**src/rtl/quad_encoder_gen.sv**
```systemverilog
// Quadrature encoder emulator: turns step commands into A/B Gray-coded edges.
// Latency: first edge STEP_DIV cycles after the accept cycle, then one edge every STEP_DIV cycles.
// Backpressure: cmd_ready is high only while idle; commands offered during a run are left pending.
//
// Ports:
//   clk        system clock, all state on posedge
//   reset      synchronous active-high reset, overrides everything
//   cmd_valid  command offered
//   cmd_ready  command can be taken this cycle (IDLE only)
//   cmd_dir    1 = count up, 0 = count down
//   cmd_steps  number of quadrature edges to emit (0 = consume, emit nothing)
//   abort      finish the current command after this cycle
//   enc_a      quadrature channel A (registered)
//   enc_b      quadrature channel B (registered)
//   busy       a command is being played out
//   pos_count  signed net edges since reset, wraps modulo 2**POS_W

module quad_encoder_gen #(
  parameter int STEP_DIV = 1000,
  parameter int CNT_W    = 8,
  parameter int POS_W    = 16
) (
  input  logic                    clk,
  input  logic                    reset,
  input  logic                    cmd_valid,
  output logic                    cmd_ready,
  input  logic                    cmd_dir,
  input  logic [CNT_W-1:0]        cmd_steps,
  input  logic                    abort,
  output logic                    enc_a,
  output logic                    enc_b,
  output logic                    busy,
  output logic signed [POS_W-1:0] pos_count
);

  // Divider only needs to reach STEP_DIV-1.
  localparam int                      DIV_W    = (STEP_DIV > 1) ? $clog2(STEP_DIV) : 1;
  localparam logic [DIV_W-1:0]        DIV_LAST = DIV_W'(STEP_DIV - 1);
  localparam logic [DIV_W-1:0]        DIV_ONE  = DIV_W'(1);
  localparam logic [CNT_W-1:0]        CNT_ONE  = CNT_W'(1);
  localparam logic signed [POS_W-1:0] POS_ONE  = POS_W'(1);

  typedef enum logic {
    IDLE = 1'b0,
    RUN  = 1'b1
  } state_t;

  state_t            state;
  state_t            state_nxt;

  logic [DIV_W-1:0]  divider;
  logic [CNT_W-1:0]  remaining;
  logic              dir;

  logic              accept;     // handshake fires this cycle
  logic              start;      // accepted command with a non-zero step count
  logic              edge_due;   // a quadrature edge is emitted at this posedge
  logic              last_edge;  // the edge that completes the command

  always_comb begin
    accept    = (state == IDLE) && cmd_valid;
    start     = accept && (cmd_steps != '0);
    edge_due  = (state == RUN) && (divider == DIV_LAST);
    last_edge = edge_due && (remaining == CNT_ONE);
  end

  // ---------------------------------------------------------------------------
  // FSM: state register
  // ---------------------------------------------------------------------------
  always_ff @(posedge clk) begin
    if (reset) begin
      state <= IDLE;
    end else begin
      state <= state_nxt;
    end
  end

  // ---------------------------------------------------------------------------
  // FSM: next-state logic
  // A zero-step command is consumed without leaving IDLE. Abort in IDLE is a
  // no-op, so a command offered alongside it is still taken.
  // ---------------------------------------------------------------------------
  always_comb begin
    state_nxt = state;
    case (state)
      IDLE: begin
        if (start) begin
          state_nxt = RUN;
        end
      end
      RUN: begin
        if (abort || last_edge) begin
          state_nxt = IDLE;
        end
      end
      default: begin
        state_nxt = IDLE;
      end
    endcase
  end

  // ---------------------------------------------------------------------------
  // FSM: outputs (decoded straight from the state flop)
  // ---------------------------------------------------------------------------
  always_comb begin
    cmd_ready = (state == IDLE);
    busy      = (state == RUN);
  end

  // ---------------------------------------------------------------------------
  // Command bookkeeping: direction, edges left, edge-spacing divider.
  // The divider restarts at 0 on accept so the first edge lands exactly
  // STEP_DIV cycles later.
  // ---------------------------------------------------------------------------
  always_ff @(posedge clk) begin
    if (reset) begin
      dir       <= 1'b0;
      remaining <= '0;
      divider   <= '0;
    end else if (start) begin
      dir       <= cmd_dir;
      remaining <= cmd_steps;
      divider   <= '0;
    end else if (state == RUN) begin
      if (edge_due) begin
        divider   <= '0;
        remaining <= remaining - CNT_ONE;
      end else begin
        divider   <= divider + DIV_ONE;
      end
      // Abort overrides the countdown; an edge due this same cycle still goes out.
      if (abort) begin
        remaining <= '0;
        divider   <= '0;
      end
    end
  end

  // ---------------------------------------------------------------------------
  // Quadrature phase and position.
  // Up sequence  {A,B}: 00->10->11->01  => A' = ~B, B' = A
  // Down sequence{A,B}: 00->01->11->10  => A' = B,  B' = ~A
  // Exactly one channel changes per edge. The phase is held between commands.
  // ---------------------------------------------------------------------------
  always_ff @(posedge clk) begin
    if (reset) begin
      enc_a     <= 1'b0;
      enc_b     <= 1'b0;
      pos_count <= '0;
    end else if (edge_due) begin
      if (dir) begin
        enc_a     <= ~enc_b;
        enc_b     <= enc_a;
        pos_count <= pos_count + POS_ONE;
      end else begin
        enc_a     <= enc_b;
        enc_b     <= ~enc_a;
        pos_count <= pos_count - POS_ONE;
      end
    end
  end

endmodule

```
**config.mk**
```make
export PLATFORM = sky130hd
export DESIGN_NAME = quad_encoder_gen
export DESIGN_NICKNAME = d
export VERILOG_FILES = /design/src/rtl/quad_encoder_gen.sv
export SDC_FILE = /design/constraint.sdc
export NUM_CORES = 1
export LEC_CHECK = 0
export BUFFER_PORTS_ARGS = -buffer_cell sky130_fd_sc_hd__clkbuf_2
export CAP_MARGIN = 30
export CORE_ASPECT_RATIO = 1.5
export CORE_MARGIN = 1.5
export CORE_UTILIZATION = 62
export DETAILED_ROUTE_END_ITERATION = 7
export GPL_TIMING_DRIVEN = 1
export PLACE_DENSITY = 0.95
export SLEW_MARGIN = 10
export SYNTH_ARGS = -nofsm -noshare
export SYNTH_HDL_FRONTEND = slang
export SYNTH_SLANG_ARGS = --single-unit
```
**constraint.sdc**
```tcl
create_clock -name clk -period 6.8 [get_ports clk]
set_input_delay 0.34 -clock clk [delete_from_list [all_inputs] [get_ports clk]]
set_output_delay 0.34 -clock clk [all_outputs]
set_load 0.01 [all_outputs]
```
# After elaboration in Yosys (flattened, before gate mapping)
# Index checks and enable logic that the tools add are counted.
[word_totals] inputBits=13 output_inout_bits=20 word_cells=38 register_bits=38
[classes] addsub=4 mux=12 n_eq_ne=2 n_bitwise=3 reduce_logical=10
[ops] op="$mux W8" n=4
[ops] op="$mux W10" n=2
[ops] op="$add A16 B2 Y16 const B" n=1
[ops] op="$mux W16" n=1
[ops] op="$sub A16 B2 Y16 const B" n=1
[ops] op="$add A10 B1 Y10 const B" n=1
[ops] op="$eq A10 B10 Y1 const B" n=1
[ops] op="$eq A8 B1 Y1 const B" n=1
[ops] op="$reduce_bool A8 Y1" n=1
[ops] op="$sub A8 B1 Y8 const B" n=1
[ops] op="$logic_and A1 B1 Y1" n=4
[ops] op="$mux W1" n=4
[ops] op="$not A1 Y1" n=3
[ops] op="$reduce_bool A3 Y1" n=1
[ops] op="$pmux W1 S2" n=1
[ops] op="$reduce_and A2 Y1" n=1
[ops] op="$reduce_bool A2 Y1" n=1
[ops] op="$reduce_or A2 Y1" n=1
[ops] op="$logic_or A1 B1 Y1" n=1

# Logic depth before layout (Yosys ltp)
[logic_depth] word_depth=6 depth_mapped=9 mapped_depth_nobuf=8

# Worst setup path after synthesis
# No wires, ideal clock.
[synth_timing] path_kind="reg2reg" start="register dir" end="register pos_count[15]" path_buffers=0 setup_ps=121 path_stages_with_launch=9 arrival_ps=2197 t_required_ps=6679 slack_ps=4482 path_cell_list="dfxtp_1 -> inv_1 -> ha_1 -> o211ai_1 -> o211ai_1 -> a31oi_1 -> o21ai_1 -> mux2i_1 -> mux2_2"
[synth_between] elab_chain_len=1
[synth_lines] item="start, declared" line_no="53" source="logic dir;"
[synth_lines] item="start signal, assigned" line_no="121" source="dir <= cmd_dir;"
[synth_lines] item="$mux W16" line_no="151" source="if (dir) begin"
[synth_lines] item="end signal, assigned" line_no="154" source="pos_count <= pos_count + POS_ONE;"
[synth_lines] item="end signal, assigned" line_no="158" source="pos_count <= pos_count - POS_ONE;"
[synth_lines] item="end, declared" line_no="33" source="output logic signed [POS_W-1:0] pos_count"
# Every way passes these cells.
# A chain may end at the register's enable or synchronous reset.

# Final worst setup path
[layout_timing] start="register dir" end="register pos_count[14]"
# Same word-level chain as after synthesis.

==> impl_metrics.ini <==
[status]
status = finished, final reports clean

[sta]
fin_setup_tns_ps = 0
rsz0062_at_grt = no
slew_viol_final = 0
setup-violations-final = 0
relSlewSlack_pct = 51.6
clock.fmax_mhz = 367
skew_ps = 12.4
fin_crit_sh_pct = 40.1
period_minus_slack_ps = 2730
finalHoldViolCount = 0
max_slew.worst_pin.slew_ps = 724

[critical_path]
r2r_start = dir
reg2reg_setup_slack_ps = 4070
path_max_fanout = 15
worstReg2RegEnd = pos_count[14]
critPathRequiredTime_ps = 7000
critPathCaptureType = flip-flop
start_kind = flip-flop
reg2reg_depth = 8
cp.arrival_ps = 2920
crit_type = flip-flop to flip-flop

[run]
cap_violations = 0

[synthesis]
ys_seq_area_share_pct = 31.0
ys_warn_count = 0
syn_inst = 307
synth_edf_count = 0
synth_cell_types = 57
synth_ff_type = dfxtp_1
avgSynthCellArea_um2 = 7.99
synth_nets = 338
syn_area_mm2 = 0.00245
synthArstFlopShare_pct = 0
ys_ff_latch = 38

[finish]
final-seq-area_um2 = 761
fill_cells = 286
area_growth_syn_to_layout_pct = 12.0
drive_gt1_share_pct = 15.0
final_nets = 364
num_antenna_cells = 0
multi_input_area_mm2 = 0.00160
fin_util_pct = 73.9

[die]
initial_core_util_pct = 66.0
coreArea_mm2 = 0.00372
die_w_um = 54.4
io_pins = 33
die_area_mm2 = 0.00435
die_h_um = 80.0
rows = 27

[route]
num_vias = 2395
dr.pass1.iters = 4
antenna_left = 0
route.detailed.drc = 0
drt-total-wl_mm = 5.82
wire_per_inst_um = 15.4
via_per_inst = 6.35
drt_iter0_drc = 96

[cts]
cts.clk_slew.worst_paths_ps = 80
htreeDepth = 2
clock_path_buffers = 2
cts_hold_buf = 0
clock_latency_ps = 300
cts_tree = yes
cts_buffers = 5
post_cts_buffers = 0
cts_sinks = 38
root_buffer = clkbuf_8
cts_resized = 0

[min_path]
hold_start = cmd_dir
holdPathEnd = dir
hold_path.class = input pin to flip-flop
hold_depth = 3

[grt]
first_global_vias = 2218
track_usage_pct = 28.4
grt.overflow.total = 0
grt_max_degree = 34
grt_pass1_wl_mm = 9.22
antenna_found_initial = 0

[placed_design]
gp_congestion = 0.866
io_buffers = 32
dp_hpwl_mm = 3.95

[power_and_ir_drop]
ir_worst_vdd_uv = 211
p_leak_nw = 1.14
power.density_mw_per_mm2 = 197
-- cells in the mapped netlist (3+ instances only) --
cell,number,area [um2]
dfxtp_1,38,761
nand2_1,34,128
nor2_1,34,128
a21oi_1,28,140
ha_1,17,213
o21ai_0,14,70.1
nand3_1,10,50.1
clkbuf_1,9,33.8
nor3_1,9,45.0
xnor2_1,9,78.8
inv_1,8,30.0
a211oi_1,7,52.6
nand4_1,7,43.8
xor2_1,7,61.3
a21o_1,5,37.5
a31oi_1,5,31.3
nor4_1,5,31.3
nor4b_1,4,35.0
o21a_1,4,30.0
and3_1,3,18.8
mux2i_1,3,30.0
nor2b_1,3,18.8
or3_1,3,18.8
-- registers in the layout, summed over array words and instances (netlist names) --
| signal | count |
|---|---|
| busy | 1 |
| pos_count | 16 |
| remaining | 8 |
| dir | 1 |
| enc_a | 1 |
| enc_b | 1 |
| divider | 10 |
-- per-layer routing --
metal / track usage (%) / vias up / part of all wire [%]
met5: 0 / - / 0
met4: 18.0 / 0 / 4.8
met3: 5.81 / 29 / 4.2
met2: 48.9 / 89 / 52
met1: 29.7 / 1096 / 39
li1: - / 1181 / -
-- per-stage QoR --
stage | instance area (um2) | instances | hold slack, ps | total power, mW | setup WS [ps]
2_1_floorplan | 2450 | 307 | 471 | 0.287 | 4480
3_3_place_gp | 2600 | 369 | 460 | 0.300 | 4300
3_5_place_dp | 2600 | 369 | 463 | 0.303 | 4200
4_1_cts | 2750 | 377 | 306 | 0.540 | 4130
5_1_grt | 2750 | 377 | 326 | 0.559 | 3870
6_report | 2750 | 377 | 312 | 0.540 | 4070
-- critical path, cell delays in order (launching register included) --
cell,delay (ps)
dfxtp_1,450
inv_1,310
ha_1,410
and2b_1,190
o2111ai_1,300
a21boi_2,150
a221oi_2,480
o21ai_0,210
o311ai_1,120
-- logic make-up after synthesis --
| family | after synthesis | synth area share [%] |
|---|---|---|
| compound gates | 84 | 22.3 |
| xor+xnor | 16 | 5.71 |
| fa+ha+maj | 18 | 9.49 |
| buf+inv | 21 | 3.78 |
| flops | 38 | 31.0 |
| mux | 4 | 1.68 |
| simple gates | 126 | 26.0 |
-- where the power goes --
part	total, mW	switching [mW]	internal (mW)	leakage (nW)
clock	0.240	0.0832	0.157	0.0714
combinational	0.0654	0.0408	0.0246	0.761
sequential	0.235	0.00728	0.227	0.308
-- worst max path at each step --
| stage | start | endpoint | slack [ps] |
|---|---|---|---|
| 6_report | dir | pos_count[14] | 4070 |
| 4_1_cts | dir | pos_count[14] | 4130 |
| 3_3_place_gp | dir | pos_count[15] | 4300 |
| 3_5_place_dp | dir | pos_count[15] | 4200 |
| 5_1_grt | dir | pos_count[12] | 3870 |
| 2_1_floorplan | dir | pos_count[15] | 4480 |
-- placed cells by master (no fill, tap or decap), types with 2 or more instances in the layout --
master,netlist,final
a211oi_1,7,7
a21o_1,5,5
a21oi_1,28,28
a22oi_1,2,2
a31oi_1,5,5
and2_1,2,2
and3_1,3,3
bufinv_16,0,2
clkbuf_2,0,32
clkbuf_8,0,6
dfxtp_1,38,38
ha_1,17,17
inv_1,8,8
mux2i_1,3,3
nand2_1,34,34
nand2b_1,2,2
nand3_1,10,10
nand4_1,7,7
nor2_1,34,34
nor2b_1,3,3
nor3_1,9,9
nor4_1,5,5
nor4b_1,4,4
o211ai_1,2,2
o21a_1,4,4
o21ai_0,14,14
o21ai_1,2,2
o311ai_1,2,2
or3_1,3,3
xnor2_1,9,9
xor2_1,7,7
-- final cells by class --
type / instances / share of cell area [%]
tap: 43 / 1.96
inverter: 8 / 1.09
clock buffer: 6 / 3.01
multi-input combinational: 248 / 58.2
sequential: 38 / 27.7
clock inverter: 2 / 2.19
timing repair buffer: 32 / 5.83
Note: power is estimated with default switching activity, not from simulation.
